==> src/rtl/scalar_mult_ctrl.sv <==
// Left-to-right double-and-add sequencer: latches a scalar and issues LOAD/DBL/ADD commands to the point unit.
// Optional macro CONST_TIME_EN: fixed schedule (LOAD_INF, then DBL+ADD on every bit with dummy ADDs).
module scalar_mult_ctrl #(
    parameter int KEY_W = 32,
    parameter int IDX_W = 7
) (
    input  logic             i_clk,
    input  logic             i_rst,
    input  logic             i_start,
    input  logic [KEY_W-1:0] i_k,
    input  logic             i_op_ready,
    input  logic             i_op_done,
    output logic             o_op_valid,
    output logic [1:0]       o_op_code,
    output logic             o_op_dummy,
    output logic [IDX_W-1:0] o_bit_idx,
    output logic             o_busy,
    output logic             o_done,
    output logic             o_inf
);

    typedef enum logic [2:0] {
        S_IDLE   = 3'd0,
        S_SCAN   = 3'd1,
        S_ISSUE  = 3'd2,
        S_WAIT   = 3'd3,
        S_NEXT   = 3'd4,
        S_FINISH = 3'd5
    } state_t;

    typedef enum logic [1:0] {
        OP_LOAD_P   = 2'd0,
        OP_DBL      = 2'd1,
        OP_ADD      = 2'd2,
        OP_LOAD_INF = 2'd3
    } op_t;

    localparam logic [IDX_W-1:0] IDX_ZERO = {IDX_W{1'b0}};
    localparam logic [IDX_W-1:0] IDX_ONE  = {{(IDX_W-1){1'b0}}, 1'b1};
    localparam logic [KEY_W-1:0] KEY_ZERO = {KEY_W{1'b0}};

    // Index of the most significant set bit (0 when k is zero; caller handles that case).
    function automatic logic [IDX_W-1:0] msb_index(input logic [KEY_W-1:0] k);
        logic [IDX_W-1:0] m;
        m = IDX_ZERO;
        for (int i = 0; i < KEY_W; i++) begin
            if (k[i]) begin
                m = IDX_W'(i);
            end else begin
                m = m;
            end
        end
        return m;
    endfunction

    // Shift-based bit select keeps the index width independent of KEY_W.
    function automatic logic key_bit(input logic [KEY_W-1:0] k, input logic [IDX_W-1:0] idx);
        logic [KEY_W-1:0] sh;
        sh = k >> idx;
        return sh[0];
    endfunction

    state_t           state_q, state_d;
    op_t              code_q, code_d;
    logic [KEY_W-1:0] k_q, k_d;
    logic [IDX_W-1:0] idx_q, idx_d;
    logic             valid_q, valid_d;
    logic             busy_q, busy_d;
    logic             done_q, done_d;
    logic             inf_q, inf_d;
    logic             kbit_s;
`ifdef CONST_TIME_EN
    logic             dummy_q, dummy_d;
`endif

    assign kbit_s = key_bit(k_q, idx_q);

    // Next-state and registered-output computation for the command sequencer.
    always_comb begin
        state_d = state_q;
        code_d  = code_q;
        k_d     = k_q;
        idx_d   = idx_q;
        valid_d = valid_q;
        busy_d  = busy_q;
        done_d  = 1'b0;
        inf_d   = inf_q;
`ifdef CONST_TIME_EN
        dummy_d = dummy_q;
`endif
        case (state_q)
            S_IDLE: begin
                if (i_start) begin
                    k_d     = i_k;
                    busy_d  = 1'b1;
                    inf_d   = 1'b0;
                    state_d = S_SCAN;
                end else begin
                    state_d = S_IDLE;
                end
            end
            S_SCAN: begin
`ifdef CONST_TIME_EN
                // Encoder bypassed: the schedule always starts from infinity at the top bit.
                state_d = S_ISSUE;
                valid_d = 1'b1;
                code_d  = OP_LOAD_INF;
                idx_d   = IDX_W'(KEY_W - 1);
                dummy_d = 1'b0;
`else
                if (k_q == KEY_ZERO) begin
                    state_d = S_FINISH;
                    done_d  = 1'b1;
                    inf_d   = 1'b1;
                end else begin
                    state_d = S_ISSUE;
                    valid_d = 1'b1;
                    code_d  = OP_LOAD_P;
                    idx_d   = msb_index(k_q);
                end
`endif
            end
            S_ISSUE: begin
                if (i_op_ready) begin
                    valid_d = 1'b0;
                    state_d = S_WAIT;
                end else begin
                    state_d = S_ISSUE;
                end
            end
            S_WAIT: begin
                if (i_op_done) begin
                    state_d = S_NEXT;
                end else begin
                    state_d = S_WAIT;
                end
            end
            S_NEXT: begin
`ifdef CONST_TIME_EN
                if (code_q == OP_LOAD_INF) begin
                    state_d = S_ISSUE;
                    valid_d = 1'b1;
                    code_d  = OP_DBL;
                    dummy_d = 1'b0;
                end else if (code_q == OP_DBL) begin
                    // ADD always issued; a zero key bit marks it for discard.
                    state_d = S_ISSUE;
                    valid_d = 1'b1;
                    code_d  = OP_ADD;
                    dummy_d = ~kbit_s;
                end else if (idx_q == IDX_ZERO) begin
                    state_d = S_FINISH;
                    done_d  = 1'b1;
                    inf_d   = (k_q == KEY_ZERO);
                end else begin
                    state_d = S_ISSUE;
                    valid_d = 1'b1;
                    code_d  = OP_DBL;
                    idx_d   = idx_q - IDX_ONE;
                    dummy_d = 1'b0;
                end
`else
                if ((code_q == OP_DBL) && kbit_s) begin
                    state_d = S_ISSUE;
                    valid_d = 1'b1;
                    code_d  = OP_ADD;
                end else if (idx_q == IDX_ZERO) begin
                    state_d = S_FINISH;
                    done_d  = 1'b1;
                    inf_d   = (k_q == KEY_ZERO);
                end else begin
                    state_d = S_ISSUE;
                    valid_d = 1'b1;
                    code_d  = OP_DBL;
                    idx_d   = idx_q - IDX_ONE;
                end
`endif
            end
            S_FINISH: begin
                busy_d  = 1'b0;
                state_d = S_IDLE;
            end
            default: begin
                state_d = S_IDLE;
                valid_d = 1'b0;
                busy_d  = 1'b0;
            end
        endcase
    end

    // State and output registers; reset abandons any in-flight command.
    always_ff @(posedge i_clk or posedge i_rst) begin
        if (i_rst) begin
            state_q <= S_IDLE;
            code_q  <= OP_LOAD_P;
            k_q     <= KEY_ZERO;
            idx_q   <= IDX_ZERO;
            valid_q <= 1'b0;
            busy_q  <= 1'b0;
            done_q  <= 1'b0;
            inf_q   <= 1'b0;
        end else begin
            state_q <= state_d;
            code_q  <= code_d;
            k_q     <= k_d;
            idx_q   <= idx_d;
            valid_q <= valid_d;
            busy_q  <= busy_d;
            done_q  <= done_d;
            inf_q   <= inf_d;
        end
    end

`ifdef CONST_TIME_EN
    // Dummy-ADD marker register.
    always_ff @(posedge i_clk or posedge i_rst) begin
        if (i_rst) begin
            dummy_q <= 1'b0;
        end else begin
            dummy_q <= dummy_d;
        end
    end

    assign o_op_dummy = dummy_q;
`else
    assign o_op_dummy = 1'b0;
`endif

    assign o_op_valid = valid_q;
    assign o_op_code  = code_q;
    assign o_bit_idx  = idx_q;
    assign o_busy     = busy_q;
    assign o_done     = done_q;
    assign o_inf      = inf_q;

endmodule

==> config.mk <==
export PLATFORM = sky130hd
export DESIGN_NAME = scalar_mult_ctrl
export DESIGN_NICKNAME = d
export VERILOG_FILES = /design/src/rtl/scalar_mult_ctrl.sv
export SDC_FILE = /design/constraint.sdc
export NUM_CORES = 1
export LEC_CHECK = 0
export CORE_ASPECT_RATIO = 2
export CORE_MARGIN = 1.5
export CORE_UTILIZATION = 57
export DETAILED_ROUTE_END_ITERATION = 6
export PLACE_DENSITY = 0.86
export SLEW_MARGIN = 0
export SYNTH_ARGS = -nofsm -noshare
export SYNTH_HDL_FRONTEND = slang
export SYNTH_SLANG_ARGS = --single-unit
==> constraint.sdc <==
create_clock -name i_clk -period 3.4 [get_ports i_clk]
set_input_delay 0.51 -clock i_clk [delete_from_list [all_inputs] [get_ports i_clk]]
set_output_delay 0.51 -clock i_clk [all_outputs]
set_load 0.1 [all_outputs]
; ---- Word level (Yosys, flattened, before mapping)
; Cells that the tools add are included.
; Widths: inputs -> output; s select.
[op_classes]
n_bitwise = 2
reduce_logical = 14
shifts = 1
addsub = 1
eq_ne = 14
n_mux = 62
[op_table]
columns = cell, n
row1 = $mux 7, 33
row2 = $logic_not 32->1, 1
row3 = $shr 32x7->1, 1
row4 = $mux 1, 15
row5 = $pmux 3 s5, 1
row6 = $ne 2x2->1 const B, 7
row7 = $pmux 7 s2, 1
row8 = $mux 3, 4
row9 = $reduce_and 4->1, 2
row10 = $logic_not 7->1, 1
row11 = $sub 7x1->7 const B, 1
row12 = $eq 3x2->1 const B, 2
row13 = $eq 3x3->1 const B, 2
row14 = $mux 2, 3
row15 = $reduce_and 5->1, 1
row16 = $pmux 1 s2, 2
row17 = $pmux 1 s4, 1
row18 = $pmux 2 s2, 1
row19 = $reduce_and 2->1, 2
row20 = $reduce_or 4->1, 1
row21 = $eq 3x1->1 const B, 1
row22 = $logic_not 3->1, 1
row23 = $ne 3x3->1 const B, 1
row24 = $pmux 1 s3, 1
row25 = 7 further kinds, 8
[word_totals]
inputBits = 37
ff_bits = 48

; ---- Depth between registers and ports, before layout
; Gate-level depths: netlist (run 1).
[logic_depth]
ltp_word = 33
mapped_depth = 9
depth_no_buf = 7

; ---- Worst setup path after synthesis (run 1)
; Ideal clock, no wire load.
[synth_timing]
kind = reg2reg
start = register idx_q[1] (netlist: o_bit_idx[1])
end = register idx_q[2] (netlist: o_bit_idx[2])
synth_period_minus_slack_ns = 2.824
required_time_ns = 3.281
slack_ns = 0.576
stages_incl_launch_ff = 10
setup_time_ns = 0.119
arrival_ns = 2.705
path_buffers = 2
path_cell_list = dfrtp_1 > buf_6 > buf_12 > mux2i_1 > mux4_2 > and2_4 > nor4b_4 > o21ai_2 > a21oi_1 > o21ba_1
[synth_between]
elab_chain_cells = 4
[synth_lines]
columns = item, line_no
row1 = "start, declared", 66  ; logic [IDX_W-1:0] idx_q, idx_d;
row2 = "start signal, assigned", 206  ; idx_q <= idx_d;
row3 = $sub 7x1->7 / $shr 32x7->1 (equally long branches), "175, 59"
row4 = $mux 7 / $logic_and 1x1->1 (equally long branches), "167, 163"
row5 = $mux 7 / $ne 2x2->1 (equally long branches), --
row6 = $pmux 7 s2 / $reduce_and 4->1 (equally long branches), --
; Several ways; a longest one is shown, not always the timed one. The select of a mux whose other input is x is not followed.
; A chain may end at the register's enable or synchronous reset.

; ---- Worst setup path after layout (run 1)
; Same ends and word-level chain as after synthesis.

==> results.py, run 1 <==
metrics = {
    "timing": {
        "fin_worst_skew_ns": 0.002019,
        "hold_viol_final": 0,
        "relSlewSlack_pct": 34.95,
        "slew_violations": 0,
        "post-route-period-util_pct": 76.70,
        "fin_crit_ns": 2.608,
        "finalSetupViolations": 0,
        "max_freq_mhz": 383.5,
        "worstMarginPinSlew_ns": 0.9743,
        "rsz0062_at_grt": "false",
        "setup_tns_ns": 0,
    },
    "global_routing": {
        "antenna_found_initial": 0,
        "grt_max_degree": 49,
        "grt_pass1_wl_um": 10480,
        "track_usage_pct": 26.55,
        "gr-total-overflow": 0,
        "grt_pass1_vias": 2234,
    },
    "routing": {
        "via_per_inst": 6.194,
        "vias": 2304,
        "routed_wl_um": 6496,
        "drt_first_pass_iters": 4,
        "drc": 0,
        "wl_per_cell_um": 17.46,
        "postRouteAntennaNets": 0,
        "drtIter0Drc": 62,
    },
    "die": {
        "die-height_um": 102.0,
        "ios": 51,
        "rows": 35,
        "die_w_um": 52.50,
        "coreArea_um2": 4642,
        "die_area_um2": 5354,
        "initial_core_util_pct": 60.16,
    },
    "synth": {
        "ys_ff_latch": 48,
        "synth_edf_count": 0,
        "synth_nets": 312,
        "syn_inst": 273,
        "netlist_area_um2": 2793,
        "synth_cell_types": 57,
        "yosysWarningCount": 0,
        "synth_seq_area_share_pct": 43.01,
        "synth_ff_type": "dfrtp_1",
        "syn_avg_cell_area_um2": 10.23,
        "async_reset_ff_share_pct": 100.0,
    },
    "min_path": {
        "min_path_type": "reg -> reg",
    },
    "setup_path": {
        "max_stage_delay_ns": 0.76,
        "cp_top_family": "flip-flops",
        "cp_data_arrival_time_ns": 2.80,
        "end_kind": "register",
        "crit_path_max_fanout": 16,
        "crit_slowest_cell": "dfrtp_1",
        "cp_num_buf_inv": 0,
        "path_class": "reg -> reg",
        "critPathLaunchType": "register",
        "cp_data_required_time_ns": 3.59,
        "cp_cell_sequence": "mux2i_1, mux4_2, and2_4, nor4b_4, o21ai_2, a21oi_1, o21ba_1",
    },
    "power_and_ir_drop": {
        "pwr-share-seq_pct": 40.9,
        "p_leak_uw": 0.001361,
        "ir_drop_mv": 0.6472,
        "switching_power_uw": 1355,
        "p_comb_share_pct": 45.7,
        "intPower_uw": 1654,
        "power.density_nw_per_um2": 890.3,
        "switching_share_pct": 45.04,
        "clkPwrFrac_pct": 13.4,
        "post-layout-total-power_uw": 3009,
    },
    "outcome": {
        "status": "complete, no violations",
    },
    "cells_and_area": {
        "syn_to_final_growth_pct": 21.01,
        "final_common_cell": "dfrtp_1",
        "drive_gt1_share_pct": 17.35,
        "final_nets": 355,
        "post_layout_nonfiller_instances": 372,
        "insertedDiodeCount": 0,
        "fillers": 372,
        "final_cell_mix": "dfrtp_1 (48), clkdlybuf4s50_1 (45), mux2_2 (27)",
    },
    "run": {
        "maxCapViolations": 0,
    },
    "cts": {
        "cts_buffer_depth": 2,
        "postCtsHoldBufs": 0,
        "post_cts_buffers": 0,
        "clock_sink_count": 48,
        "clkTransAtPathRegs_ns": 0.08,
        "cts-buffers-inserted": 5,
        "cts_tree": "yes",
        "root_buffer": "clkbuf_8",
        "insertion_delay_ns": 0.30,
        "cts_resized": 0,
        "cts.htree.levels": 2,
    },
    "placed_design": {
        "place_inst": 364,
        "place_hpwl_um": 4960,
        "gp_congestion": 0.9170,
        "io_buffers": 49,
    },
}
-- cells by family after synthesis --
group / Yosys count / synth area share (%)
buf+inv: 26 / 4.749
flops: 48 / 43.01
mux: 40 / 18.32
xor+xnor: 2 / 0.6274
other cells: 1 / 0.1343
simple gates: 93 / 17.92
compound gates: 61 / 14.34
fa+ha+maj: 2 / 0.8959
-- area by class of cell --
type,count,area (um^2),area share [%]
well taps,55,68.82,2.036
inverters,11,41.29,1.222
multi-input cells,199,1465,43.35
clock inverters,2,35.03,1.037
repair buffers,51,495.5,14.66
clock buffers,6,72.57,2.147
flip-flops and latches,48,1201,35.54
-- metrics by stage --
stage | worst slack (ns) | hold slack [ns] | area (um^2) | util [%]
after global placement | 0.9195 | 0.4932 | 3272 | 70.49
after CTS | 0.8324 | 0.5229 | 3379 | 72.80
after global routing | 0.6395 | 0.5379 | 3379 | 72.80
after floorplan | 0.5760 | 0.5034 | 2793 | -
final | 0.7922 | 0.5111 | 3379 | 72.80
after detailed placement | 0.8419 | 0.5013 | 3272 | 70.49
-- metal layers --
| metal | up-vias | wire (um) | track usage, % |
|---|---|---|---|
| li1 | 1095 | - | - |
| met1 | 1111 | 2299 | 27.20 |
| met2 | 80 | 3794 | 49.04 |
| met3 | 18 | 191 | 4.240 |
| met4 | 0 | 211 | 14.20 |
| met5 | - | 0 | 0 |
-- power groups by stage --
stage	Sequential [uW]	Combinational [uW]	Clock (uW)
after floorplan	1330	931	0
after global placement	1220	1330	0
after detailed placement	1230	1370	0
after CTS	1220	1380	413
after global routing	1280	1480	433
final	1230	1370	404
-- Yosys cell counts, drive strengths merged, types with 4 or more instances --
cell type	count	share of area (%)
o221ai	4	1.3
mux2	27	11
clkbuf	8	1.1
buf	7	2.2
inv	11	1.5
nor3	11	2.0
a21oi	17	3.0
mux2i	8	2.9
and2	4	0.99
nand2	24	3.2
nor2	23	3.1
nor4	9	2.7
dfrtp	48	43
o21ai	17	3.2
mux4	5	4.6
-- worst reg2reg max path: cells and delay by family (launching register included) --
family             cells  cell delay, ns
DFF                    1            0.76
AOI/OAI and AO/OA      3            0.50
muxes                  2            0.65
and+or+nand+nor        2            0.59
-- sequential cells by signal, indices dropped and copies added (netlist names) --
signal / flops
o_bit_idx: 7
o_busy: 1
o_op_valid: 1
o_op_code: 2
state_q: 3
k_q: 32
o_done: 1
o_inf: 1
-- worst paths after layout --
kind	from	end	slack, ns	depth (start not counted)
worst min-delay path	o_busy	o_busy	0.51	2
min in group asynchronous	i_rst	o_bit_idx[0]	0.75	2
worst max register to register	o_bit_idx[1]	o_bit_idx[2]	0.79	7
worst max-delay path	o_bit_idx[1]	o_bit_idx[2]	0.79	7
worst min register to register	o_busy	o_busy	0.51	2
max in group asynchronous	i_rst	k_q[9]	2.05	2
(Power assumes the default switching activity.)
==> run 2: changes to the inputs <==
--- a/config.mk
+++ b/config.mk
@@ -7,9 +7,9 @@
 export LEC_CHECK = 0
 export CORE_ASPECT_RATIO = 2
 export CORE_MARGIN = 1.5
-export CORE_UTILIZATION = 57
+export CORE_UTILIZATION = 53
 export DETAILED_ROUTE_END_ITERATION = 6
-export PLACE_DENSITY = 0.86
+export PLACE_DENSITY = 0.81
 export SLEW_MARGIN = 0
 export SYNTH_ARGS = -nofsm -noshare
 export SYNTH_HDL_FRONTEND = slang
==> constraint.sdc (replaced) <==
create_clock -name i_clk -period 2.6 [get_ports i_clk]
set_input_delay 0.39 -clock i_clk [delete_from_list [all_inputs] [get_ports i_clk]]
set_output_delay 0.39 -clock i_clk [all_outputs]
set_load 0.1 [all_outputs]
==> run 2 against run 1 <==
Sequential power rose by 30%. Global-route usage rose by 0.30 points. Die area rose by 7.2%. Largest power group unchanged. Worst setup slack got worse by 0.63 ns. Critical endpoint unchanged. Critical path type unchanged. Worst hold slack got worse by 0.14 ns. First-iteration DRC count rose by 31%. Power rose by 35%. Highest routed layer unchanged.
==> results.py, run 2 (synthesis results as in run 1) <==
metrics = {
    "outcome": {
        "status": "complete, no violations",
    },
    "routing": {
        "wl_met1_um": 2439,
        "drc": 0,
        "postRouteAntennaNets": 0,
        "met3WireLength_um": 193,
        "wl_met2_um": 3784,
        "wl_per_cell_um": 17.98,
        "vias": 2329,
        "via_per_inst": 6.129,
        "top_layer": "met4",
        "drtIter0Drc": 81,
        "routed_wl_um": 6832,
        "drt_first_pass_iters": 4,
    },
    "cells_and_area": {
        "largest-register": "k_q",
        "final_nets": 360,
        "final_cell_mix": "dfrtp_1 (45), clkdlybuf4s50_1 (36), mux2_2 (27)",
        "drive_gt1_share_pct": 22.67,
        "final_common_cell": "dfrtp_1",
        "fin_area_um2": 3433,
        "largest_reg_flops": 32,
        "final-seq-area_um2": 1205,
        "insertedDiodeCount": 0,
        "multi_input_area_um2": 1465,
        "fillers": 419,
        "syn_to_final_growth_pct": 22.94,
    },
    "timing": {
        "setup_tns_ns": 0,
        "worstMarginPinSlew_ns": 0.6042,
        "slew_violations": 0,
        "max_freq_mhz": 410.5,
        "post-route-period-util_pct": 93.69,
        "fin_worst_skew_ns": 0.01006,
        "fin_crit_ns": 2.436,
        "rsz0062_at_grt": "false",
        "relSlewSlack_pct": 59.41,
        "finalSetupViolations": 0,
        "hold_viol_final": 0,
    },
    "die": {
        "die-height_um": 105.7,
        "die_w_um": 54.33,
        "coreArea_um2": 5092,
        "initial_core_util_pct": 54.84,
        "ios": 51,
        "die_area_um2": 5740,
        "rows": 37,
    },
    "setup_path": {
        "r2r_cells": 7,
        "rr_endpoint": "o_bit_idx[2]",
        "critPathLaunchType": "register",
        "end_kind": "register",
        "r2r_start": "o_bit_idx[1]",
        "ff2ff_setup_slack_ns": 0.16,
        "cp_data_arrival_time_ns": 2.63,
        "cp_data_required_time_ns": 2.80,
        "path_class": "reg -> reg",
        "crit_path_max_fanout": 16,
        "critPathLaunch": "o_bit_idx[1]",
        "cp-endpoint": "o_bit_idx[2]",
    },
    "power_and_ir_drop": {
        "p_leak_uw": 0.001408,
        "power.density_nw_per_um2": 1181,
        "ir_drop_mv": 0.9012,
    },
    "cts": {
        "root_buffer": "clkbuf_8",
        "clock_sink_count": 48,
        "cts_buffer_depth": 2,
        "clkTransAtPathRegs_ns": 0.09,
        "post_cts_buffers": 0,
        "cts_resized": 0,
        "cts-buffers-inserted": 5,
        "cts_tree": "yes",
        "insertion_delay_ns": 0.30,
        "postCtsHoldBufs": 0,
        "cts.htree.levels": 2,
    },
    "run": {
        "maxCapViolations": 0,
    },
    "placed_design": {
        "io_buffers": 49,
        "dpl-instance-area_um2": 3307,
        "gp_congestion": 0.9451,
        "place_hpwl_um": 5316,
    },
    "global_routing": {
        "gr-total-overflow": 0,
        "track_usage_pct": 26.85,
        "grt_max_degree": 39,
        "antenna_found_initial": 0,
        "grt_pass1_wl_um": 11240,
        "grt_pass1_vias": 2383,
    },
    "min_path": {
        "min_path_type": "in -> async",
    },
}
[run 2: cell count changes in the layout (fill, tap and decap cells not counted), moves of 2 or more]
| cell | before | now |
|---|---|---|
| buf_4 | 6 | 19 |
| clkbuf_8 | 5 | 7 |
| clkdlybuf4s50_1 | 45 | 36 |
| dfrtp_1 | 48 | 45 |
| dfrtp_2 | 0 | 3 |
[run 2: final cells by class]
class	instances	share of cell area (%)
Clock buffer	7	2.806
Sequential cell	48	35.09
Timing Repair Buffer	56	15.23
Clock inverter	1	0.8746
Tap cell	58	2.114
Multi-Input combinational cell	199	42.68
Inverter	11	1.203
[run 2: worst min-delay path by stage]
| stage | end | from | slack (ns) | depth (start not counted) |
|---|---|---|---|---|
| final | o_bit_idx[6] | i_rst | 0.37 | 2 |
| after CTS | o_bit_idx[6] | i_rst | 0.38 | 2 |
| after global routing | o_bit_idx[5] | i_rst | 0.42 | 2 |
| after detailed placement | o_busy | o_busy | 0.50 | 2 |
| after global placement | o_busy | o_busy | 0.50 | 2 |
| after floorplan | k_q[0] | k_q[0] | 0.50 | 1 |
[run 2: through the flow]
step	hold slack (ns)	cells	setup WS, ns	total power (uW)	util [%]
floorplan	0.5034	273	0.05290	2956	-
global route	0.4155	380	0.01112	4307	67.42
global placement	0.4985	372	0.2533	3418	64.94
detailed placement	0.5022	372	0.2014	3468	64.94
CTS	0.3787	380	0.1709	4059	67.42
finish	0.3687	380	0.1639	4055	67.42
[run 2: worst max-delay path, stage by stage (launching register included)]
cell     delay, ns
dfrtp_2       0.60
mux2i_1       0.16
mux4_2        0.46
and2_4        0.16
nor4b_4       0.44
o21ai_2       0.20
a21oi_1       0.15
o21ba_1       0.15
[run 2: metal layers]
layer	vias to the layer above	global-route usage (%)
met1	1121	27.41
met4	0	17.32
met5	-	0
met2	77	46.90
li1	1098	-
met3	33	3.966
[run 2: power breakdown]
part           switching [uW]  total (uW)  internal, uW
registers                 527        1600          1080
logic                    1030        1860           830
clock network             248         588           339
==> run 3: changes to the inputs <==
--- a/config.mk
+++ b/config.mk
@@ -5,11 +5,12 @@
 export SDC_FILE = /design/constraint.sdc
 export NUM_CORES = 1
 export LEC_CHECK = 0
+export ABC_AREA = 1
 export CORE_ASPECT_RATIO = 2
 export CORE_MARGIN = 1.5
-export CORE_UTILIZATION = 53
+export CORE_UTILIZATION = 52
 export DETAILED_ROUTE_END_ITERATION = 6
-export PLACE_DENSITY = 0.81
+export PLACE_DENSITY = 0.8
 export SLEW_MARGIN = 0
 export SYNTH_ARGS = -nofsm -noshare
 export SYNTH_HDL_FRONTEND = slang
==> constraint.sdc (replaced) <==
create_clock -name i_clk -period 2.6 [get_ports i_clk]
set_input_delay 0.26 -clock i_clk [delete_from_list [all_inputs] [get_ports i_clk]]
set_output_delay 0.26 -clock i_clk [all_outputs]
set_load 0.1 [all_outputs]
==> run 3 against run 2 <==
Largest cell class unchanged. Worst setup slack improved by 0.025 ns. Power decreased by 2.2%. Area after synthesis decreased by 5.0%. Critical path depth increased by 5. Fmax increased by 1.0%.
==> results.py, run 3 <==
metrics = {
    "outcome": {
        "status": "complete, no violations",
    },
    "global_routing": {
        "grt_use_met2_pct": 48.41,
        "grt_pass1_vias": 2594,
        "track_usage_pct": 26.51,
        "grt_max_degree": 34,
        "grt_busiest_layer": "met2",
        "met3_usage_pct": 4.598,
        "met1_usage_pct": 27.32,
        "gr-total-overflow": 0,
        "antenna_found_initial": 0,
        "grt_pass1_wl_um": 11070,
    },
    "synth": {
        "synthAdderAreaFrac_pct": 0.9434,
        "ys_ff_latch": 48,
        "synth_seq_area_share_pct": 45.28,
        "synth_edf_count": 0,
        "syn_inst": 367,
        "async_reset_ff_share_pct": 100.0,
        "synth-xor-area-share_pct": 0.3302,
        "netlist_area_um2": 2653,
        "synth_nets": 406,
        "yosysWarningCount": 0,
        "synth_ff_type": "dfrtp_1",
        "synth_cell_types": 33,
        "yosysTopAreaCellShare_pct": 45.28,
        "synthMuxAreaShare_pct": 1.274,
        "synthSimpleGateAreaFrac_pct": 25.57,
        "syn_avg_cell_area_um2": 7.228,
        "synth_compound_area_share_pct": 17.22,
        "yosys-top-cells-count": "nand2_1 (72), nor2_1 (60), a21oi_1 (49)",
        "synth_top_family_by_area": "simple AND/OR/NAND/NOR gates",
        "synth_area_leaders": "dfrtp_1 (45%), nand2_1 (10%), a21oi_1 (9.2%)",
        "synth_most_common_cell": "nand2_1",
        "synth_top_cell_by_area": "dfrtp_1",
    },
    "setup_path": {
        "critPathLaunchType": "register",
        "crit_path_max_fanout": 20,
        "cp_data_arrival_time_ns": 2.59,
        "rr_endpoint": "o_bit_idx[6]",
        "path_class": "reg -> reg",
        "end_kind": "register",
        "cp_data_required_time_ns": 2.78,
        "critPathLaunch": "o_bit_idx[0]",
        "cp-endpoint": "o_bit_idx[6]",
        "ff2ff_setup_slack_ns": 0.19,
        "r2r_start": "o_bit_idx[0]",
        "r2r_cells": 12,
    },
    "cts": {
        "cts_buffer_depth": 2,
        "insertion_delay_ns": 0.31,
        "cts_tree": "yes",
        "cts.htree.levels": 2,
        "clock_sink_count": 48,
        "post_cts_buffers": 0,
        "root_buffer": "clkbuf_8",
        "cts-buffers-inserted": 5,
        "clkTransAtPathRegs_ns": 0.09,
    },
    "power_and_ir_drop": {
        "intPower_uw": 1934,
        "clkPwrFrac_pct": 11.6,
        "p_leak_uw": 0.001534,
        "switching_power_uw": 2032,
        "pwr-share-seq_pct": 36.1,
        "power.density_nw_per_um2": 1212,
        "ir_drop_mv": 0.7756,
        "switching_share_pct": 51.24,
        "p_comb_share_pct": 52.4,
    },
    "timing": {
        "finalSetupViolations": 0,
        "whs_ns": 0.3088,
        "max_freq_mhz": 414.8,
        "rsz0062_at_grt": "false",
        "hold_viol_final": 0,
        "post-route-period-util_pct": 92.73,
        "fin_worst_skew_ns": 0.007514,
        "slew_violations": 0,
        "fin_crit_ns": 2.411,
        "worstMarginPinSlew_ns": 0.5826,
        "setup_tns_ns": 0,
        "relSlewSlack_pct": 61.06,
        "worst_slack_ns": 0.1891,
    },
    "placed_design": {
        "place_inst": 466,
        "gp_congestion": 0.8815,
        "dp_worst_setup_slack_ns": -0.04369,
        "place_hpwl_um": 4977,
        "io_buffers": 49,
    },
    "die": {
        "ios": 51,
        "die-height_um": 104.0,
        "rows": 36,
        "coreArea_um2": 4910,
        "die_w_um": 53.50,
        "initial_core_util_pct": 54.03,
        "die_area_um2": 5564,
    },
    "cells_and_area": {
        "final_common_cell": "nand2_1",
        "largest_reg_flops": 32,
        "final-seq-area_um2": 1206,
        "final_nets": 455,
        "insertedDiodeCount": 0,
        "largest-register": "k_q",
        "syn_to_final_growth_pct": 23.40,
        "final_cell_mix": "nand2_1 (72), nor2_1 (60), a21oi_1 (49)",
        "fillers": 448,
        "drive_gt1_share_pct": 11.75,
        "post_layout_nonfiller_instances": 474,
        "multi_input_area_um2": 1212,
    },
    "min_path": {
        "min_path_type": "in -> async",
    },
    "routing": {
        "vias": 2593,
        "routed_wl_um": 6646,
        "drtIter0Drc": 66,
        "drt_first_pass_iters": 4,
        "postRouteAntennaNets": 0,
        "wl_per_cell_um": 14.02,
        "drc": 0,
        "via_per_inst": 5.470,
    },
    "run": {
        "maxCapViolations": 0,
    },
}
[run 3: layer usage]
metal / routed length, um / share of wire, %
met4: 187 / 2.8
met2: 3735 / 56
met3: 266 / 4.0
met1: 2457 / 37
met5: 0 / 0
[run 3: kinds of logic (layout without fill, tap and decap cells)]
| logic type | after synthesis | in the layout |
|---|---|---|
| and+or+nand+nor | 166 | 166 |
| DFF | 48 | 48 |
| buffers and inverters | 60 | 110 |
| muxes | 3 | 3 |
| adders and majority gates | 2 | 2 |
| AOI/OAI and AO/OA | 86 | 86 |
| other | 1 | 1 |
| xor gates and xnor gates | 1 | 1 |
[run 3: what timing repair did]
action,in CTS,in global routing
pin swaps,0,0
resized for setup,1,3
setup endpoints to repair,1,2
hold buffers,0,0
endpoints found under the hold margin,0,0
[run 3: critical path: stages, from the launching register on]
cell and delay, ns:
dfrtp_4 0.61, inv_6 0.18, a21oi_1 0.08, o21ai_1 0.10, nand2_1 0.06, a211oi_1 0.31, nand2_1 0.11, nand3_1 0.13
nand3_1 0.13, nand2_2 0.18, nand4_1 0.16, xor2_1 0.18, nor2_1 0.05
[run 3: metrics by stage]
stage,power (uW),cell area (um^2),util (%)
after floorplan,2948,2654,-
after global placement,3446,3173,64.63
after detailed placement,3489,3173,64.63
after CTS,3960,3267,66.54
after global routing,4261,3273,66.67
final,3966,3273,66.67
[run 3: how the worst min path moves through the flow]
stage,slack (ns),endpoint,from,cells after the start
after floorplan,0.38,state_q[2],i_op_done,2
after global placement,0.49,o_inf,o_inf,2
after detailed placement,0.51,o_busy,o_busy,2
after CTS,0.33,k_q[0],i_rst,2
after global routing,0.36,k_q[0],i_rst,2
final,0.31,k_q[0],i_rst,2
[run 3: final cells by class]
class / instances / area share [%]
Clock buffer: 6 / 2.523
Clock inverter: 2 / 0.3058
Inverter: 49 / 5.810
Multi-Input combinational cell: 259 / 37.04
Sequential cell: 48 / 36.85
Tap cell: 57 / 2.179
Timing Repair Buffer: 53 / 15.29
[run 3: power groups by stage]
stage / clock network [uW] / logic (uW) / registers, uW
after CTS: 470 / 2080 / 1410
after floorplan: 0 / 1230 / 1720
after global routing: 501 / 2290 / 1470
after detailed placement: 0 / 2060 / 1430
after global placement: 0 / 2030 / 1420
final: 459 / 2080 / 1430
